<file path="src/rtl/diferencial_pkg.sv">
// Shared definitions for the differential receiver controller.
// State encoding and default timing parameters.
// Imported by the controller top and its counter sub-module.
package diferencial_pkg;

  typedef enum logic [1:0] {
    ST_OFF    = 2'd0,
    ST_IDLE   = 2'd1,
    ST_WAKE   = 2'd2,
    ST_ACTIVE = 2'd3
  } state_t;

  localparam int DEF_IDLE_TIMEOUT = 16;
  localparam int DEF_WAKE_TRANS   = 4;
  localparam int DEF_CNT_W        = 5;

endpackage

</file>
<file path="src/rtl/diferencial_edge_cnt.sv">
// Saturating event counter with synchronous clear and a limit flag.
// at_lim is combinational: high when one more increment would reach LIMIT.
// Clear has priority over increment; the count holds at all-ones.
module diferencial_edge_cnt
  import diferencial_pkg::*;
#(
  parameter int LIMIT = DEF_WAKE_TRANS,
  parameter int CNT_W = DEF_CNT_W
) (
  input  logic clk,
  input  logic rst,
  input  logic clr,
  input  logic inc,
  output logic at_lim
);

  localparam logic [CNT_W-1:0] LIM_M1 = CNT_W'(LIMIT - 1);

  logic [CNT_W-1:0] cnt;

  // Flag the cycle whose increment lands exactly on LIMIT.
  assign at_lim = (cnt == LIM_M1);

  // Count events, clearing on request and saturating instead of wrapping.
  always_ff @(posedge clk or negedge rst) begin
    if (!rst) begin
      cnt <= '0;
    end else if (clr) begin
      cnt <= '0;
    end else if (inc && (cnt != '1)) begin
      cnt <= cnt + 1'b1;
    end
  end

endmodule

</file>
<file path="src/rtl/diferencial_rx_ctrl.sv">
// Differential receiver sequencer: enable gating, wake qualification, idle tracking.
// Registered outputs; rx_data/rx_valid lag dp/dn by one cycle while ACTIVE.
// No backpressure: enb_req low forces OFF on the next edge from any state.
module diferencial_rx_ctrl
  import diferencial_pkg::*;
#(
  parameter int IDLE_TIMEOUT = DEF_IDLE_TIMEOUT,
  parameter int WAKE_TRANS   = DEF_WAKE_TRANS,
  parameter int CNT_W        = DEF_CNT_W
) (
  input  logic       clk,
  input  logic       rst,
  input  logic       enb_req,
  input  logic       dp,
  input  logic       dn,
  output logic       rx_enb,
  output logic       rx_data,
  output logic       rx_valid,
  output logic       elec_idle,
  output logic [1:0] state_o
);

  state_t state, state_nxt;
  logic   last_dp;
  logic   diff, trans;
  logic   t_inc, t_clr, t_lim;
  logic   q_inc, q_clr, q_lim;
  logic   act_hold;

  assign diff     = dp ^ dn;
  assign trans    = diff & (dp ^ last_dp);
  assign state_o  = state;
  // Serial data is only forwarded while the link stays ACTIVE across the edge.
  assign act_hold = (state == ST_ACTIVE) && (state_nxt == ST_ACTIVE);

  diferencial_edge_cnt #(.LIMIT(WAKE_TRANS), .CNT_W(CNT_W)) u_trans_cnt (
    .clk    (clk),
    .rst    (rst),
    .clr    (t_clr),
    .inc    (t_inc),
    .at_lim (t_lim)
  );

  diferencial_edge_cnt #(.LIMIT(IDLE_TIMEOUT), .CNT_W(CNT_W)) u_quiet_cnt (
    .clk    (clk),
    .rst    (rst),
    .clr    (q_clr),
    .inc    (q_inc),
    .at_lim (q_lim)
  );

  // Next-state and counter control; enb_req low overrides everything.
  always_comb begin
    state_nxt = state;
    t_inc     = 1'b0;
    t_clr     = 1'b0;
    q_inc     = 1'b0;
    q_clr     = 1'b0;
    if (!enb_req) begin
      state_nxt = ST_OFF;
      t_clr     = 1'b1;
      q_clr     = 1'b1;
    end else begin
      case (state)
        ST_OFF: begin
          state_nxt = ST_IDLE;
          t_clr     = 1'b1;
          q_clr     = 1'b1;
        end
        ST_IDLE: begin
          t_clr = 1'b1;
          q_clr = 1'b1;
          if (diff) state_nxt = ST_WAKE;
        end
        ST_WAKE: begin
          q_clr = 1'b1;
          if (!diff) begin
            state_nxt = ST_IDLE;
            t_clr     = 1'b1;
          end else if (trans) begin
            t_inc = 1'b1;
            if (t_lim) begin
              state_nxt = ST_ACTIVE;
              t_clr     = 1'b1;
            end
          end
        end
        ST_ACTIVE: begin
          t_clr = 1'b1;
          if (trans) begin
            // A transition always restarts the quiet window, even on the timeout cycle.
            q_clr = 1'b1;
          end else begin
            q_inc = 1'b1;
            if (q_lim) begin
              state_nxt = ST_IDLE;
              q_clr     = 1'b1;
            end
          end
        end
        default: begin
          state_nxt = ST_OFF;
          t_clr     = 1'b1;
          q_clr     = 1'b1;
        end
      endcase
    end
  end

  // State, last differential level and registered outputs derived from the next state.
  always_ff @(posedge clk or negedge rst) begin
    if (!rst) begin
      state     <= ST_OFF;
      last_dp   <= 1'b0;
      rx_enb    <= 1'b0;
      rx_data   <= 1'b0;
      rx_valid  <= 1'b0;
      elec_idle <= 1'b1;
    end else begin
      state     <= state_nxt;
      if (diff) last_dp <= dp;
      rx_enb    <= (state_nxt != ST_OFF);
      elec_idle <= (state_nxt != ST_ACTIVE);
      rx_valid  <= act_hold & diff;
      rx_data   <= act_hold & dp;
    end
  end

endmodule

</file>
<file path="config.mk">
export PLATFORM = sky130hd
export DESIGN_NAME = diferencial_rx_ctrl
export DESIGN_NICKNAME = d
export VERILOG_FILES = /design/src/rtl/diferencial_pkg.sv /design/src/rtl/diferencial_edge_cnt.sv /design/src/rtl/diferencial_rx_ctrl.sv
export SDC_FILE = /design/constraint.sdc
export NUM_CORES = 1
export LEC_CHECK = 0
export CORE_MARGIN = 1.5
export CORE_UTILIZATION = 47
export CTS_CLUSTER_SIZE = 12
export DETAILED_ROUTE_END_ITERATION = 10
export PLACE_DENSITY = 0.71
export RECOVER_POWER = 25
export SLEW_MARGIN = 20
export SYNTH_ARGS = -nofsm -noshare
export SYNTH_HDL_FRONTEND = slang
export SYNTH_SLANG_ARGS = --single-unit
</file>
<file path="constraint.sdc">
create_clock -name clk -period 1.9 [get_ports clk]
set_clock_uncertainty 0.1 [all_clocks]
set_input_delay 0.19 -clock clk [delete_from_list [all_inputs] [get_ports clk]]
set_output_delay 0.19 -clock clk [all_outputs]
set_load 0.05 [all_outputs]
</file>
==> impl_metrics.env, run 1 <==
export IMPL_reg2regPathDepth=5
export IMPL_core_sq_um=1960
export IMPL_place_hpwl_um=1370
export IMPL_p_int_mw=0.506
export IMPL_synth_compound_area_share=0.178
export IMPL_crit_end="u_trans_cnt.cnt[3]$_DFFE_PN0P_"
export IMPL_cts_clk_slew_worst_paths_ns=0.10
export IMPL_grt_use_met2=0.285
export IMPL_grt_pass1_wl_um=3470
export IMPL_num_vias=802
export IMPL_antenna_found_initial=0
export IMPL_whs_ns=0.317
export IMPL_track_usage=0.185
export IMPL_finalSetupViolations=0
export IMPL_wl_per_cell_um=12.8
export IMPL_cts_buffers=3
export IMPL_timing_rr_start="u_trans_cnt.cnt[1]$_DFFE_PN0P_"
export IMPL_yosysMostFrequentCell="dfrtp_1"
export IMPL_ir_drop_mv=0.371
export IMPL_clock_power_share=0.272
export IMPL_path_cells="ha_2 -> and3_1 -> ha_2 -> or4_4 -> a211oi_2"
export IMPL_syn_num_nets=106
export IMPL_synth_top_area_share=0.412
export IMPL_die_h_um=48.5
export IMPL_synth_area_mux_share=0.0103
export IMPL_first_pass_iters=4
export IMPL_worstMarginPinSlew_ns=0.877
export IMPL_grt_use_met1=0.261
export IMPL_synth_edf_count=0
export IMPL_grt_max_degree=18
export IMPL_final_area_sq_um=1190
export IMPL_cts_tree="yes"
export IMPL_status="completed"
export IMPL_cp_top_family="simple AND/OR/NAND/NOR gates"
export IMPL_max_clock_freq_ghz=0.544
export IMPL_syn_area_per_cell_sq_um=10.1
export IMPL_rows=16
export IMPL_rsz0062_at_grt="true"
export IMPL_p_seq_frac=0.548
export IMPL_clkSinkCount=17
export IMPL_yosys_most_used_dff="dfrtp_1"
export IMPL_slowest_stage="or4_4"
export IMPL_yosysSeqAreaShare=0.439
export IMPL_start_util=0.495
export IMPL_route_detailed_drc=0
export IMPL_grt_ovfl_total=0
export IMPL_io_buffers=10
export IMPL_ys_warn_count=0
export IMPL_synth_seq_cells=17
export IMPL_hold_class="input pin to flop"
export IMPL_min_period_over_period=0.968
export IMPL_slew_headroom=0.415
export IMPL_tns_ns=0
export IMPL_swShare=0.291
export IMPL_fp_dieArea_sq_um=2350
export IMPL_cp_startpoint="u_trans_cnt.cnt[1]$_DFFE_PN0P_"
export IMPL_worstSetupPathType="flop to flop"
export IMPL_power_density_nw_per_um2=598
export IMPL_dr_first_iter_drc_count=24
export IMPL_met3_usage=0.0340
export IMPL_finalWeightedCongestion=0.842
export IMPL_p_leak_nw=0.528
export IMPL_grt_pass1_vias=792
export IMPL_fin_nets=128
export IMPL_finalCriticalPeriod_ns=1.84
export IMPL_clockRootBuffer="clkbuf_4"
export IMPL_routed_wirelength_um=1840
export IMPL_areaGrowthSynthToFinish_pct=22.8
export IMPL_path_max_fanout=5
export IMPL_timing_rr_end="u_trans_cnt.cnt[3]$_DFFE_PN0P_"
export IMPL_async_flop_share=1.00
export IMPL_synth_fa_ha_area_frac=0.0644
export IMPL_synthSimpleGateAreaFrac=0.202
export IMPL_p_switching_mw=0.208
export IMPL_hold_viol_final=0
export IMPL_cp_end_kind="flop"
export IMPL_synthTopCellsByCount="dfrtp_1, o21ai_0, nor2_1"
export IMPL_synth_top_family_by_area="simple AND/OR/NAND/NOR gates"
export IMPL_slew_viol_final=0
export IMPL_die_x_um=48.5
export IMPL_syn_area_sq_um=971
export IMPL_vias_per_cell=5.57
export IMPL_ioPinCount=11
export IMPL_r2r_slack_ns=0.06
export IMPL_path_common_cell="ha_2"
export IMPL_ys_types=40
export IMPL_clk_path_buf_depth=2
export IMPL_antenna_left=0
export IMPL_cp_start_kind="flop"
export IMPL_path_buf_inv=0
export IMPL_cp_arrival_ns=1.95
export IMPL_drive_above_1_share=0.214
export IMPL_ys_top_cells_by_area="dfrtp_1, ha_1, o21ai_0"
export IMPL_cts_hold_buffers=0
export IMPL_top_usage_layer="met2"
export IMPL_crit_cells=5
export IMPL_pwr_share_comb=0.181
export IMPL_synthCells=96
export IMPL_htree_num_levels=1
export IMPL_synth_top_cell_by_area="dfrtp_1"
export IMPL_cap_violations=0
export IMPL_diodes=0
export IMPL_synth_xor_area_frac=0.0619
export IMPL_max_stage_delay_ns=0.51
export IMPL_critPathRequiredTime_ns=2.01
export IMPL_place_area_sq_um=1130
export IMPL_clk_latency_ns=0.29
[cell type report]
type	count	area, sq um
Multi-Input combinational cell	70	514
Inverter	6	22.5
Timing Repair Buffer	20	169
Sequential cell	17	427
Fill cell	190	769
Tap cell	27	33.8
Clock buffer	4	26.3
[what timing repair did]
item,in CTS,in global routing
resized for setup,0,4
pin swaps,0,4
endpoints found under the setup margin,1,8
setup buffers,1,2
[sequential cells by signal, summed over array words and instances (netlist names)]
signal / flops
elec_idle: 1
last_dp: 1
rx_data: 1
rx_enb: 1
rx_valid: 1
state_o: 2
u_quiet_cnt.cnt: 5
u_trans_cnt.cnt: 5
[power by group through the flow]
stage	logic, mW	clock network (mW)	registers (mW)
2_1_floorplan	0.0615	0	0.418
3_3_place_gp	0.130	0	0.397
3_5_place_dp	0.130	0	0.397
4_1_cts	0.131	0.195	0.391
5_1_grt	0.143	0.217	0.393
6_report	0.129	0.194	0.391
[worst min-delay path by stage]
| stage | from | to | slack [ns] | cells past startpoint |
|---|---|---|---|---|
| 2_1_floorplan | rst | last_dp$_DFFE_PN0N_ | -0.21 | 0 |
| 3_3_place_gp | u_quiet_cnt.cnt[3]$_DFFE_PN0P_ | u_quiet_cnt.cnt[3]$_DFFE_PN0P_ | 0.42 | 2 |
| 3_5_place_dp | u_quiet_cnt.cnt[3]$_DFFE_PN0P_ | u_quiet_cnt.cnt[3]$_DFFE_PN0P_ | 0.43 | 2 |
| 4_1_cts | rst | u_trans_cnt.cnt[3]$_DFFE_PN0P_ | 0.13 | 2 |
| 5_1_grt | enb_req | rx_enb$_DFF_PN0_ | 0.32 | 1 |
| 6_report | enb_req | rx_enb$_DFF_PN0_ | 0.32 | 1 |
[cell families (layout without fill, tap and decap cells)]
kind of cell	count (synthesis)	in the layout
buffers and inverters	9	30
adder cells (fa/ha/maj)	5	5
XOR/XNOR	6	6
flip-flops	17	17
multiplexers	1	1
AND/OR/NAND/NOR	34	34
AO/OA/AOI/OAI	24	24
[layer usage]
metal	vias to the layer above	wire length [um]
met2	18	810
met4	0	18
met5	-	0
met3	4	57
li1	384	-
met1	396	955
[placed cells by master (no fill, tap or decap), types with 3 or more instances in the layout]
master	count
buf_4	11
xor2_1	4
o21ai_0	8
inv_1	6
and3_1	3
nor2_1	7
clkbuf_4	3
nand2_1	5
nor2b_1	3
dfrtp_1	16
clkdlybuf4s50_1	6
nand3_1	3
a211oi_1	3
ha_2	3
[metrics by stage]
stage,instances,utilization,worst slack [ns],power [mW]
final,144,0.608,0.0613,0.713
after global placement,137,0.578,0.0105,0.526
after floorplan,96,-,0.0338,0.480
after CTS,142,0.596,0.00473,0.717
after detailed placement,137,0.578,-0.0372,0.528
after global routing,144,0.608,-0.00832,0.754
(Power assumes the default switching activity.)
==> inputs of run 2 (changes only) <==
--- a/config.mk
+++ b/config.mk
@@ -5,11 +5,13 @@
 export SDC_FILE = /design/constraint.sdc
 export NUM_CORES = 1
 export LEC_CHECK = 0
+export ABC_AREA = 1
+export CORE_ASPECT_RATIO = 0.75
 export CORE_MARGIN = 1.5
 export CORE_UTILIZATION = 47
 export CTS_CLUSTER_SIZE = 12
 export DETAILED_ROUTE_END_ITERATION = 10
-export PLACE_DENSITY = 0.71
+export PLACE_DENSITY = 0.72
 export RECOVER_POWER = 25
 export SLEW_MARGIN = 20
 export SYNTH_ARGS = -nofsm -noshare
==> run 2 against run 1 <==
Synthesized cell count rose by 17%. Cell area shrank 8.2%. Sequential power fell by 3%. Maximum frequency up 1.5%. Setup slack improved by 0.027 ns. Synthesized area shrank 3.2%. Die area down 2.9%. Clock power is essentially flat. Total power shrank 3.1%. Register-to-register slack gained 0.12 ns. Clock-buffer cell count is 1 lower.
==> impl_metrics.env, run 2 <==
export IMPL_antenna_left=0
export IMPL_final_area_sq_um=1090
export IMPL_hold_viol_final=0
export IMPL_ir_drop_mv=0.507
export IMPL_first_pass_iters=4
export IMPL_finalCriticalPeriod_ns=1.81
export IMPL_ioPinCount=11
export IMPL_ys_top_cells_by_area="dfrtp_1, nand2_1, ha_1"
export IMPL_synth_top_cell_by_area="dfrtp_1"
export IMPL_antenna_found_initial=0
export IMPL_ys_warn_count=0
export IMPL_met3_usage=0.0755
export IMPL_core_sq_um=1810
export IMPL_rsz0062_at_grt="false"
export IMPL_die_h_um=41.7
export IMPL_syn_area_sq_um=940
export IMPL_tns_ns=0
export IMPL_fp_dieArea_sq_um=2280
export IMPL_path_cells="clkdlybuf4s50_1"
export IMPL_cts_buffers=3
export IMPL_wl_per_cell_um=11.4
export IMPL_synthTopCellsByCount="nand2_1, dfrtp_1, nor2_1"
export IMPL_cp_arrival_ns=1.52
export IMPL_synth_seq_cells=17
export IMPL_cts_setup_buffers=0
export IMPL_critPathRequiredTime_ns=1.61
export IMPL_dp_cells=144
export IMPL_clk_latency_ns=0.30
export IMPL_track_usage=0.178
export IMPL_final_instance_count_excl_fill=148
export IMPL_start_util=0.520
export IMPL_path_buf_inv=1
export IMPL_route_detailed_drc=0
export IMPL_synth_top_area_share=0.426
export IMPL_dr_first_iter_drc_count=12
export IMPL_synthCells=112
export IMPL_cap_violations=0
export IMPL_cp_end_kind="primary output"
export IMPL_status="completed"
export IMPL_post_cts_resized=0
export IMPL_clkSinkCount=17
export IMPL_num_vias=743
export IMPL_place_area_sq_um=1070
export IMPL_worstMarginPinSlew_ns=0.909
export IMPL_cts_tree="yes"
export IMPL_grt_ovfl_total=0
export IMPL_cp_start_kind="flop"
export IMPL_hold_class="input pin to flop"
export IMPL_fin_nets=137
export IMPL_grt_pass1_wl_um=2900
export IMPL_min_period_over_period=0.954
export IMPL_finalSetupViolations=0
export IMPL_syn_num_nets=122
export IMPL_htree_num_levels=1
export IMPL_diodes=0
export IMPL_total_power_mw=0.691
export IMPL_clockRootBuffer="clkbuf_4"
export IMPL_max_stage_delay_ns=0.82
export IMPL_power_density_nw_per_um2=631
export IMPL_cp_top_family="buffers and inverters"
export IMPL_path_max_fanout=4
export IMPL_syn_area_per_cell_sq_um=8.39
export IMPL_vias_per_cell=5.02
export IMPL_yosys_most_used_dff="dfrtp_1"
export IMPL_grt_max_degree=18
export IMPL_grt_pass1_vias=709
export IMPL_ys_types=24
export IMPL_yosysMostFrequentCell="nand2_1"
export IMPL_slowest_stage="clkdlybuf4s50_1"
export IMPL_rows=13
export IMPL_yosysSeqAreaShare=0.454
export IMPL_place_hpwl_um=1330
export IMPL_routed_wirelength_um=1680
export IMPL_clk_path_buf_depth=2
export IMPL_worstSetupPathType="flop to primary output"
export IMPL_final_common_cell="nand2_1"
export IMPL_slew_viol_final=0
export IMPL_grt_use_met1=0.213
export IMPL_io_buffers=10
export IMPL_synth_edf_count=0
export IMPL_cts_clk_slew_worst_paths_ns=0.09
export IMPL_slew_headroom=0.394
export IMPL_p_leak_nw=0.523
export IMPL_fin_util=0.606
export IMPL_die_x_um=54.6
export IMPL_final_cell_mix="nand2_1, dfrtp_1, nor2_1"
export IMPL_areaGrowthSynthToFinish_pct=16.5
export IMPL_max_clock_freq_ghz=0.552
export IMPL_async_flop_share=1.00
export IMPL_finalWeightedCongestion=0.782
export IMPL_grt_use_met2=0.281
export IMPL_cts_hold_buffers=0
export IMPL_drive_above_1_share=0.190
export IMPL_top_usage_layer="met2"
==> run 2: cell types whose count changed in the layout (fill, tap and decap cells not counted), moves of 4 or more <==
cell / change
nand2_2: +4
a21oi_1: +5
buf_4: -10
o21ai_0: -7
nor2_1: +8
inv_1: +6
nand2_1: +19
==> run 2: cell families after synthesis <==
group | share of synthesized area
fa+ha+maj | 0.0666
xor+xnor | 0.00932
compound gates | 0.0679
simple gates | 0.334
buf+inv | 0.0679
flops | 0.454
==> run 2: stage by stage <==
stage | hold slack, ns | setup slack [ns]
finish | 0.405 | 0.0878
global placement | 0.410 | 0.230
CTS | 0.106 | 0.0790
floorplan | -0.206 | 0.290
global route | 0.401 | 0.0145
detailed placement | 0.436 | 0.156
==> run 2: where the power goes <==
group	switching [mW]	internal, mW	total, mW	leakage [nW]
Sequential	0.00615	0.373	0.379	0.227
Clock	0.116	0.0787	0.195	0.0177
Combinational	0.0801	0.0370	0.117	0.279
Total	0.202	0.488	0.691	0.523
==> run 2: routing by layer <==
metal / vias up / share of wire
li1: 382 / -
met1: 346 / 0.46
met2: 10 / 0.48
met3: 5 / 0.045
met4: 0 / 0.015
met5: - / 0
==> run 2: cell type report <==
cell class	count	area (sq um)
clock inverter	1	5.00
timing repair buffer	11	101
multi-input combinational	78	452
fill	158	711
sequential	17	427
tap	22	27.5
inverter	16	60.1
clock buffer	3	22.5
==> run 2: path summary, 6_finish.rpt <==
| kind | from | endpoint | slack (ns) | cells past startpoint |
|---|---|---|---|---|
| worst max-delay path | state_o[1]$_DFF_PN0_ | state_o[1] | 0.09 | 1 |
| worst min-delay path | enb_req | rx_enb$_DFF_PN0_ | 0.41 | 1 |
| worst max register to register | u_quiet_cnt.cnt[1]$_DFFE_PN0P_ | u_quiet_cnt.cnt[3]$_DFFE_PN0P_ | 0.18 | 7 |
| worst min register to register | last_dp$_DFFE_PN0N_ | last_dp$_DFFE_PN0N_ | 0.45 | 2 |
| max in group asynchronous | rst | u_quiet_cnt.cnt[4]$_DFFE_PN0P_ | 0.72 | 2 |
| min in group asynchronous | rst | last_dp$_DFFE_PN0N_ | 0.42 | 2 |
==> inputs of run 3 (changes only) <==
--- a/config.mk
+++ b/config.mk
@@ -13,6 +13,7 @@
 export DETAILED_ROUTE_END_ITERATION = 10
 export PLACE_DENSITY = 0.72
 export RECOVER_POWER = 25
+export SKIP_CTS_REPAIR_TIMING = 1
 export SLEW_MARGIN = 20
 export SYNTH_ARGS = -nofsm -noshare
 export SYNTH_HDL_FRONTEND = slang
==> results of run 3 <==
No change in the layout: final DEF, timing and power equal those of run 2.
